$ cat config.mk
export PLATFORM = sky130hd
export DESIGN_NAME = bit_serializer
export DESIGN_NICKNAME = d
export VERILOG_FILES = /design/src/rtl/bit_serializer.sv
export SDC_FILE = /design/constraint.sdc
export NUM_CORES = 1
export LEC_CHECK = 0
export BUFFER_PORTS_ARGS = -buffer_cell sky130_fd_sc_hd__buf_2
export CAP_MARGIN = 20
export CORE_ASPECT_RATIO = 0.9
export CORE_MARGIN = 5
export CORE_UTILIZATION = 45
export DETAILED_ROUTE_END_ITERATION = 8
export GPL_ROUTABILITY_DRIVEN = 1
export SETUP_SLACK_MARGIN = 0.4
export SYNTH_ARGS = -nofsm -noshare
export SYNTH_HDL_FRONTEND = slang
export SYNTH_SLANG_ARGS = --single-unit
$ cat constraint.sdc
create_clock -name clk -period 2.34 [get_ports clk]
set_input_delay 0.351 -clock clk [delete_from_list [all_inputs] [get_ports clk]]
set_output_delay 0.351 -clock clk [all_outputs]
set_load 0.01 [all_outputs]
$ cat src/rtl/bit_serializer.sv
// MSB-first parallel-to-serial converter with a one-word holding register,
// so back-to-back words stream out with no idle cycle between them.
module bit_serializer #(
  parameter int   WIDTH    = 8,
  parameter logic IDLE_BIT = 1'b0
) (
  input  logic             clk,
  input  logic             n_rst,
  input  logic [WIDTH-1:0] data_in,
  input  logic             load_valid,
  output logic             load_ready,
  output logic             serial_out,
  output logic             busy,
  output logic             word_done
);

  localparam int CW = $clog2(WIDTH);
  localparam logic [CW-1:0] LAST     = CW'(WIDTH - 1);
  localparam logic [CW-1:0] PRE_LAST = CW'(WIDTH - 2);

  localparam logic [0:0] IDLE  = 1'b0;
  localparam logic [0:0] SHIFT = 1'b1;

  logic [0:0]       state_q, state_d;
  logic [CW-1:0]    cnt_q, cnt_d;
  logic [WIDTH-1:0] shift_q, shift_d;
  logic [WIDTH-1:0] hold_q, hold_d;
  logic             hold_full_q, hold_full_d;
  logic             serial_out_q, serial_out_d;
  logic             busy_q, busy_d;
  logic             word_done_q, word_done_d;

  logic             accept;
  logic             load_word;
  logic [WIDTH-1:0] next_word;

  assign load_ready = ~hold_full_q;
  assign accept     = load_valid & ~hold_full_q;

  always_comb begin
    state_d      = state_q;
    cnt_d        = cnt_q;
    shift_d      = shift_q;
    hold_d       = hold_q;
    hold_full_d  = hold_full_q;
    serial_out_d = serial_out_q;
    busy_d       = busy_q;
    word_done_d  = 1'b0;
    load_word    = 1'b0;
    next_word    = data_in;

    case (state_q)
      IDLE: begin
        if (accept) load_word = 1'b1;
      end
      default: begin
        if (cnt_q == LAST) begin
          // Word boundary: a held word takes priority; holding full means
          // load_ready is low, so no fresh accept can coincide with it.
          if (hold_full_q) begin
            load_word   = 1'b1;
            next_word   = hold_q;
            hold_full_d = 1'b0;
            hold_d      = '0;
          end else if (accept) begin
            load_word = 1'b1;
          end else begin
            state_d      = IDLE;
            cnt_d        = '0;
            shift_d      = '0;
            serial_out_d = IDLE_BIT;
            busy_d       = 1'b0;
          end
        end else begin
          shift_d      = shift_q << 1;
          serial_out_d = shift_q[WIDTH-2];
          cnt_d        = cnt_q + 1'b1;
          word_done_d  = (cnt_q == PRE_LAST);
          if (accept) begin
            hold_d      = data_in;
            hold_full_d = 1'b1;
          end
        end
      end
    endcase

    if (load_word) begin
      state_d      = SHIFT;
      shift_d      = next_word;
      serial_out_d = next_word[WIDTH-1];
      busy_d       = 1'b1;
      cnt_d        = '0;
    end
  end

  always_ff @(posedge clk or negedge n_rst) begin
    if (!n_rst) begin
      state_q      <= IDLE;
      cnt_q        <= '0;
      shift_q      <= '0;
      hold_q       <= '0;
      hold_full_q  <= 1'b0;
      serial_out_q <= IDLE_BIT;
      busy_q       <= 1'b0;
      word_done_q  <= 1'b0;
    end else begin
      state_q      <= state_d;
      cnt_q        <= cnt_d;
      shift_q      <= shift_d;
      hold_q       <= hold_d;
      hold_full_q  <= hold_full_d;
      serial_out_q <= serial_out_d;
      busy_q       <= busy_d;
      word_done_q  <= word_done_d;
    end
  end

  assign serial_out = serial_out_q;
  assign busy       = busy_q;
  assign word_done  = word_done_q;

endmodule

==> results.yml, run 1 <==
grt:
  antenna_found_initial: 0
  gr-total-overflow: 0
  grt_pass1_wl_um: 4330
  grt_pass1_vias: 906
  grt.total_usage_pct: 14.5
  grt_max_degree: 25
synthesis:
  syn_area_mm2: 0.00128
  syn_nets: 148
  syn_avg_cell_area_um2: 9.56
  synthesis.instances: 134
  synth-seq-cells: 23
  synth-seq-area-share_pct: 44.9
  synth_top_family_by_area: "compound AO/OA/AOI/OAI gates"
  async_reset_ff_share_pct: 100
  synthMuxAreaShare_pct: 0.781
  synthAdderAreaFrac_pct: 2.93
  synth_compound_area_share_pct: 22.1
  synth_edf_count: 0
  synth-main-ff-cell: "dfrtp_1"
  synthXorXnorAreaFrac_pct: 0
  ys_warn_count: 0
  synth-simple-area-share_pct: 20.7
  synth.distinct_cells: 31
cells_and_area:
  fillers: 284
  drive_above_1_share_pct: 23.4
  instances_no_fill: 185
  nNetsFinal: 160
  diodes: 0
  area_delta_synth_final_pct: 5.27
  final_cell_mix: "nand2_1 (29), dfrtp_1 (23), buf_2 (14)"
  final_common_cell: "nand2_1"
critical_path:
  crit_required_ps: 2600
  slowest_delay_ps: 430
  crit_chain: "ha_1 -> ha_1 -> and2_1 -> o21ai_2 -> nand2_1 -> nand2_1"
  crit_fanout: 15
  cp-end-kind: "register"
  critPathLaunchType: "register"
  crit_slowest_cell: "dfrtp_1"
  criticalPathCategory: "reg -> reg"
  crit_family: "adder cells"
  cp.arrival_ps: 1990
  critPathBufInv: 0
die:
  ios: 15
  fp.coreArea_mm2: 0.00275
  die_h_um: 60.6
  std_cell_rows: 18
  die_x_um: 66.2
  die-area_mm2: 0.00402
  start_util_pct: 46.6
detailed_routing:
  wl_um: 2480
  routed_via_density: 5.30
  drc: 0
  dr.pass1.iters: 4
  ant_nets: 0
  wl_per_cell_um: 13.4
  dr_total_vias: 981
  drtIter0Drc: 56
sta:
  timing.final.crit_period_ps: 1730
  setup_viol: 0
  finalHoldViolCount: 12
  maxSlewHeadroom_pct: 65.5
  worst_pin_slew_ps: 518
  fmax_mhz: 576
  finalClockSkew_ps: 5.92
  drv_slew: 0
  finalSetupTns_ps: 0
  rsz0062_at_grt: "no"
  post-route-period-util_pct: 74.1
  finalHoldWorstSlack_ps: -4.41
cts:
  clk_latency_ps: 310
  cts_sinks: 23
  cts_buffer_depth: 2
  cts_tree: "yes"
  htree_num_levels: 1
  cts-root-buf: "clkbuf_4"
  ctsHoldBuffers: 0
  cts.repair.resized: 0
  cts_setup_buffers: 0
  numCtsBuffers: 3
  clk_pin_slew_ps: 130
run:
  cap_violations: 0
placement:
  port_buffers: 14
  place.detailed.hpwl_um: 1810
  placed_cells: 181
  gp_congestion: 0.790
run_status:
  status: "finished with violations"
  violations: "hold timing"
min_path:
  holdCritPathClass: "in -> async"
power_and_ir_drop:
  p_leak_nw: 0.637
  ir_worst_vdd_mv: 0.482
  p_per_area_mw_per_mm2: 1180
cell usage after synthesis, types with 2 or more instances:
library cell | n | area [um2]
nand2_1 | 29 | 109
dfrtp_1 | 23 | 576
o21ai_0 | 9 | 45.0
o21ai_1 | 9 | 45.0
a21oi_2 | 8 | 70.1
nand4_1 | 8 | 50.1
a22o_1 | 7 | 61.3
nor2_1 | 7 | 26.3
buf_6 | 3 | 33.8
ha_1 | 3 | 37.5
inv_1 | 3 | 11.3
a21oi_1 | 2 | 10.0
buf_2 | 2 | 10.0
clkbuf_8 | 2 | 27.5
nand3_1 | 2 | 10.0
nor3_1 | 2 | 10.0
layer usage:
metal,wire length [um],vias up,GRT usage [%]
met4,26,0,6.09
met1,1270,464,21.2
met3,81,2,2.78
met2,1090,21,21.1
met5,0,-,0
li1,-,494,-
final cells by class:
class	count	area, um2	area share [%]
repair buffers	15	77.6	5.75
flip-flops and latches	23	576	42.7
clock buffers	4	26.3	1.95
multi-input cells	98	596	44.2
inverters	5	23.8	1.76
well taps	40	50.0	3.71
flip-flops by register name, indices dropped and copies added (netlist names):
| signal | cells |
|---|---|
| cnt_q | 3 |
| state_q | 1 |
| shift_q | 7 |
| hold_full_q | 1 |
| hold_q | 8 |
| busy | 1 |
| word_done | 1 |
| serial_out | 1 |
per-stage QoR:
step | util (%) | power, mW | cell area [um2] | worst slack (ps)
2_1_floorplan | - | 1.32 | 1280 | 920
3_3_place_gp | 48.1 | 1.39 | 1320 | 688
3_5_place_dp | 48.1 | 1.42 | 1320 | 633
4_1_cts | 49.1 | 1.60 | 1350 | 607
5_1_grt | 49.1 | 1.75 | 1350 | 454
6_report | 49.1 | 1.59 | 1350 | 605
where the power goes:
| group | internal (mW) | total (mW) | leakage [nW] | switching [mW] |
|---|---|---|---|---|
| logic | 0.304 | 0.713 | 0.335 | 0.409 |
| registers | 0.562 | 0.690 | 0.287 | 0.128 |
| clock network | 0.0664 | 0.184 | 0.0150 | 0.118 |
final timing paths:
kind | startpoint | endpoint | slack, ps | depth (start not counted)
min in group clk | data_in[6] | hold_q[6] | 300 | 3
min | n_rst | shift_q[3] | -4 | 1
max | cnt_q[0] | hold_q[1] | 610 | 6
max in group asynchronous | n_rst | shift_q[0] | 2000 | 1
min reg2reg | hold_q[4] | hold_q[4] | 480 | 2
max reg2reg | cnt_q[0] | hold_q[1] | 610 | 6
logic make-up after synthesis:
group / after synthesis
adder cells (fa/ha/maj): 3
flip-flops: 23
AO/OA/AOI/OAI: 40
multiplexers: 1
buffers and inverters: 13
AND/OR/NAND/NOR: 54
No activity file was read; power rests on OpenSTA's default activity.
==> inputs of run 2 (changes only) <==
==> constraint.sdc (replaced) <==
create_clock -name clk -period 1.8 [get_ports clk]
set_input_delay 0.27 -clock clk [delete_from_list [all_inputs] [get_ports clk]]
set_output_delay 0.27 -clock clk [all_outputs]
set_load 0.01 [all_outputs]
==> run 2 against run 1 <==
Effect of this change: the flow now finishes without violations; worst hold slack better by 210 ps; highest routed layer unchanged; wire length grew 13%; first-iteration DRC count is 29% lower; sequential share of layout area fell by 4.6 points; global-route usage up 0.63 points; worst setup slack worse by 250 ps; combinational power is 73% higher.
==> results.yml, run 2 (synthesized netlist as in run 1, its figures left out) <==
sta:
  drv_slew: 0
  rsz0062_at_grt: "yes"
  finalClockSkew_ps: 3.46
  finalHoldViolCount: 0
  maxSlewHeadroom_pct: 65.4
  finalSetupTns_ps: 0
  setup_viol: 0
  post-route-period-util_pct: 80.5
  worst_pin_slew_ps: 518
  timing.final.crit_period_ps: 1450
  fmax_mhz: 690
  finalHoldWorstSlack_ps: 207
  setup_ws_ps: 352
power_and_ir_drop:
  p_per_area_mw_per_mm2: 1570
  intPower_mw: 1.41
  p_leak_nw: 0.716
  p_sw_share_pct: 40.6
  p_sw_uw: 963
  ir_worst_vdd_mv: 0.900
  finalPower_mw: 2.37
  clkPwrFrac_pct: 10.2
  p_seq_share_pct: 37.8
  pwr-share-comb_pct: 52.0
run:
  cap_violations: 0
cts:
  numCtsBuffers: 3
  cts_sinks: 23
  clk_pin_slew_ps: 130
  cts_tree: "yes"
  cts_buffer_depth: 2
  htree_num_levels: 1
  cts-root-buf: "clkbuf_4"
  clk_latency_ps: 320
cells_and_area:
  fillers: 264
  nNetsFinal: 173
  ff_latch_area_um2: 577
  diodes: 0
  reg_top3: "hold_q (8), shift_q (7), cnt_q (3)"
  multi_input_area_um2: 656
  fin_area_mm2: 0.00152
  largest_reg_flops: 8
  area_delta_synth_final_pct: 18.3
  drive_above_1_share_pct: 34.8
  largest-register: "hold_q"
  final_common_cell: "nand2_1"
  final_cell_mix: "nand2_1 (29), dfrtp_1 (22), buf_2 (14)"
placement:
  port_buffers: 14
  place.detailed.hpwl_um: 1830
  dpl_worst_slack_ps: 63.3
  gp_congestion: 0.830
  dpl_cell_area_mm2: 0.00134
grt:
  gr-total-overflow: 0
  grt.total_usage_pct: 15.1
  antenna_found_initial: 0
  grt_pass1_wl_um: 4550
  grt_pass1_vias: 953
  grt_max_degree: 24
die:
  ios: 15
  fp.coreArea_mm2: 0.00275
  die-area_mm2: 0.00402
  die_h_um: 60.6
  std_cell_rows: 18
  die_x_um: 66.2
  start_util_pct: 46.6
detailed_routing:
  dr.pass1.iters: 5
  wl_per_cell_um: 14.1
  drc: 0
  ant_nets: 0
  drtIter0Drc: 40
  dr_total_vias: 1017
  wl_um: 2790
  routed_via_density: 5.14
min_path:
  hold_depth: 3
  holdCritPathClass: "in -> reg"
  hold_start: "data_in[3]"
  holdPathEnd: "hold_q[3]"
critical_path:
  crit_required_ps: 2060
  r2r_setup_slack_ps: 350
  reg2reg_depth: 6
  crit_fanout: 7
  criticalPathCategory: "reg -> reg"
  r2r_start: "cnt_q[1]"
  cp-end-kind: "register"
  rr_endpoint: "shift_q[2]"
  critPathLaunchType: "register"
  cp.arrival_ps: 1710
run_status:
  status: "finished, final reports clean"
==> run 2: cell types whose count changed in the layout (fill, tap and decap cells not counted), moves of 2 or more <==
cell	before	now
buf_4	1	12
o21ai_0	9	6
ha_1	3	1
o21ai_1	9	11
==> run 2: timing repair <==
action                                  CTS  global route
gates resized for setup                   8             9
buffers inserted                          7             5
endpoints found under the setup margin   21            22
pin swaps                                13             7
endpoints found under the hold margin    23             0
hold buffers                              1             0
==> run 2: area by class of cell <==
class | count | share of cell area [%]
inverter | 5 | 1.57
tap | 40 | 3.30
clock inverter | 1 | 0.330
multi-input combinational | 98 | 43.3
sequential | 23 | 38.1
clock buffer | 3 | 1.49
timing repair buffer | 28 | 12.0
==> run 2: how the worst max path moves through the flow <==
stage                     cells past startpoint     start    endpoint
after global placement                        5  cnt_q[0]     state_q
after global routing                          6  cnt_q[1]  shift_q[2]
after floorplan                               6  cnt_q[0]   hold_q[1]
final                                         6  cnt_q[1]  shift_q[2]
after CTS                                     5  cnt_q[1]  shift_q[4]
after detailed placement                      5  cnt_q[0]     state_q
==> run 2: metal layers <==
| layer | GRT usage (%) | vias up | routed length (um) |
|---|---|---|---|
| met2 | 23.5 | 27 | 1290 |
| met4 | 5.51 | 0 | 23 |
| met3 | 4.26 | 2 | 125 |
| met5 | 0 | - | 0 |
| met1 | 20.3 | 468 | 1350 |
| li1 | - | 520 | - |
==> run 2: power by group through the flow <==
stage	clock [mW]	combinational, mW	sequential (mW)
after floorplan	0	0.892	0.849
after global placement	0	0.928	0.911
after detailed placement	0	0.947	0.922
after CTS	0.254	1.10	0.898
after global routing	0.283	1.38	0.919
final	0.243	1.23	0.896
==> run 2: worst max-delay path: stages, from the launching register on <==
cell,delay (ps)
dfrtp_1,400
ha_2,210
ha_4,200
buf_4,130
o21ai_0,90
a22o_1,240
a21oi_2,110
==> run 2: per-stage QoR <==
step	util, %	std cells
2_1_floorplan	-	134
3_3_place_gp	48.6	181
3_5_place_dp	48.6	181
4_1_cts	52.7	193
5_1_grt	55.1	198
6_report	55.1	198
==> inputs of run 3 (changes only) <==
==> constraint.sdc (replaced) <==
create_clock -name clk -period 1.4 [get_ports clk]
set_input_delay 0.21 -clock clk [delete_from_list [all_inputs] [get_ports clk]]
set_output_delay 0.21 -clock clk [all_outputs]
set_load 0.01 [all_outputs]
==> run 3 against run 2 <==
Effect of this change: the flow now finishes with violations (setup timing); sequential share of layout area is 2.8 points lower; core utilization up 4.3 points; die area unchanged; first-iteration DRC count down 7.5%; critical path depth did not move; sequential power grew 27%; worst setup slack worse by 360 ps; critical path type unchanged; power up 40%; wire length rose by 4.0%; largest cell class unchanged.
==> results.yml, run 3 (synthesized netlist as in run 1, its figures left out) <==
run_status:
  status: "finished with violations"
  violations: "setup timing"
placement:
  placed_cells: 186
  dpl_cell_area_mm2: 0.00139
  gp_congestion: 0.823
  port_buffers: 14
  dpl_worst_slack_ps: -9.39
  place.detailed.hpwl_um: 1930
detailed_routing:
  wl_per_cell_um: 13.9
  routed_via_density: 5.20
  dr_total_vias: 1087
  drtIter0Drc: 37
  dr.pass1.iters: 4
  wl_um: 2900
  drc: 0
  ant_nets: 0
critical_path:
  cp.arrival_ps: 1630
  crit_required_ps: 1620
  crit_path_end: "state_q"
  crit_slowest_cell: "dfrtp_1"
  cp-end-kind: "register"
  crit_fanout: 6
  r2r_setup_slack_ps: -10
  critPathLaunchType: "register"
  crit_chain: "ha_2 -> ha_4 -> buf_4 -> clkinvlp_4 -> o21ai_1 -> nand2_1"
  slowest_delay_ps: 390
  criticalPathCategory: "reg -> reg"
  startpoint: "cnt_q[1]"
  r2r_start: "cnt_q[1]"
  reg2reg_depth: 6
  rr_endpoint: "state_q"
cts:
  clk_latency_ps: 320
  numCtsBuffers: 3
  cts-root-buf: "clkbuf_4"
  clk_pin_slew_ps: 130
  cts_tree: "yes"
  cts_buffer_depth: 2
  htree_num_levels: 1
  cts_sinks: 23
sta:
  worst_pin_slew_ps: 533
  finalHoldViolCount: 0
  maxSlewHeadroom_pct: 64.5
  finalSetupTns_ps: -15.2
  fmax_mhz: 709
  drv_slew: 0
  post-route-period-util_pct: 101
  setup_ws_ps: -11.1
  setup_viol: 3
  timing.final.crit_period_ps: 1410
  finalClockSkew_ps: 4.65
  rsz0062_at_grt: "yes"
power_and_ir_drop:
  ir_worst_vdd_mv: 1.02
  p_leak_nw: 0.770
  p_per_area_mw_per_mm2: 2030
grt:
  grt_pass1_vias: 1052
  antenna_found_initial: 0
  grt.total_usage_pct: 15.9
  grt_max_degree: 24
  gr-total-overflow: 0
  grt_pass1_wl_um: 4890
die:
  ios: 15
  start_util_pct: 46.6
  die_x_um: 66.2
  fp.coreArea_mm2: 0.00275
  die_h_um: 60.6
  die-area_mm2: 0.00402
  std_cell_rows: 18
cells_and_area:
  largest_reg_flops: 8
  fillers: 252
  final_cell_mix: "nand2_1 (29), dfrtp_1 (22), buf_4 (21)"
  final_common_cell: "nand2_1"
  diodes: 0
  instances_no_fill: 209
  fin_area_mm2: 0.00163
  nNetsFinal: 184
  largest-register: "hold_q"
  drive_above_1_share_pct: 40.8
  reg_top3: "hold_q (8), shift_q (7), cnt_q (3)"
  area_delta_synth_final_pct: 27.5
run:
  cap_violations: 0
min_path:
  holdCritPathClass: "in -> reg"
run 3: cell count changes in the layout (fill, tap and decap cells not counted), sizes merged:
cell and delta:
clkinvlp +2, inv -1, buf +10
run 3: through the flow:
step	power (mW)	hold slack [ps]	utilization (%)
4_1_cts	3.12	129	56.4
6_report	3.31	137	59.5
3_3_place_gp	2.52	218	50.7
3_5_place_dp	2.56	223	50.7
5_1_grt	3.57	136	59.5
2_1_floorplan	2.31	-85.6	-
run 3: routing by layer:
layer,routed length (um),track usage [%]
met1,1440,20.9
met2,1340,26.2
met3,111,2.78
met4,16,6.96
met5,0,0
run 3: worst max-delay path: cells and delay by family (launching register included):
| kind | cells | cell delay [ps] |
|---|---|---|
| simple gates | 1 | 80 |
| fa+ha+maj | 2 | 390 |
| flops | 1 | 390 |
| compound gates | 1 | 150 |
| buf+inv | 2 | 320 |
run 3: worst min-delay path by stage:
stage / from / to / slack, ps / cells past startpoint
global route: data_in[4] / hold_q[4] / 140 / 3
finish: data_in[5] / hold_q[5] / 140 / 3
global placement: n_rst / cnt_q[1] / 220 / 1
CTS: data_in[4] / hold_q[4] / 130 / 3
detailed placement: n_rst / shift_q[1] / 220 / 1
floorplan: n_rst / busy / -90 / 0
run 3: what timing repair did:
action                     4_1_cts  5_1_grt
hold buffers                     1        0
buffers inserted                 7       10
setup endpoints to repair       27       27
pin swaps                       22       12
hold endpoints to repair        23        0
gates cloned                     1        0
gates resized for setup         17        3
run 3: final cells by class:
cell class | instances | area (um2) | area share (%)
clock buffers | 3 | 22.5 | 1.38
repair inverters | 1 | 7.51 | 0.459
flip-flops and latches | 23 | 577 | 35.3
multi-input cells | 98 | 668 | 40.9
inverters | 5 | 27.5 | 1.68
repair buffers | 38 | 277 | 16.9
clock inverters | 1 | 5.00 | 0.306
well taps | 40 | 50.0 | 3.06
run 3: power breakdown:
| group | total (mW) | internal (mW) | switching [mW] |
|---|---|---|---|
| registers | 1.14 | 0.943 | 0.196 |
| logic | 1.85 | 0.941 | 0.913 |
| clock network | 0.321 | 0.107 | 0.214 |
| total | 3.31 | 1.99 | 1.32 |
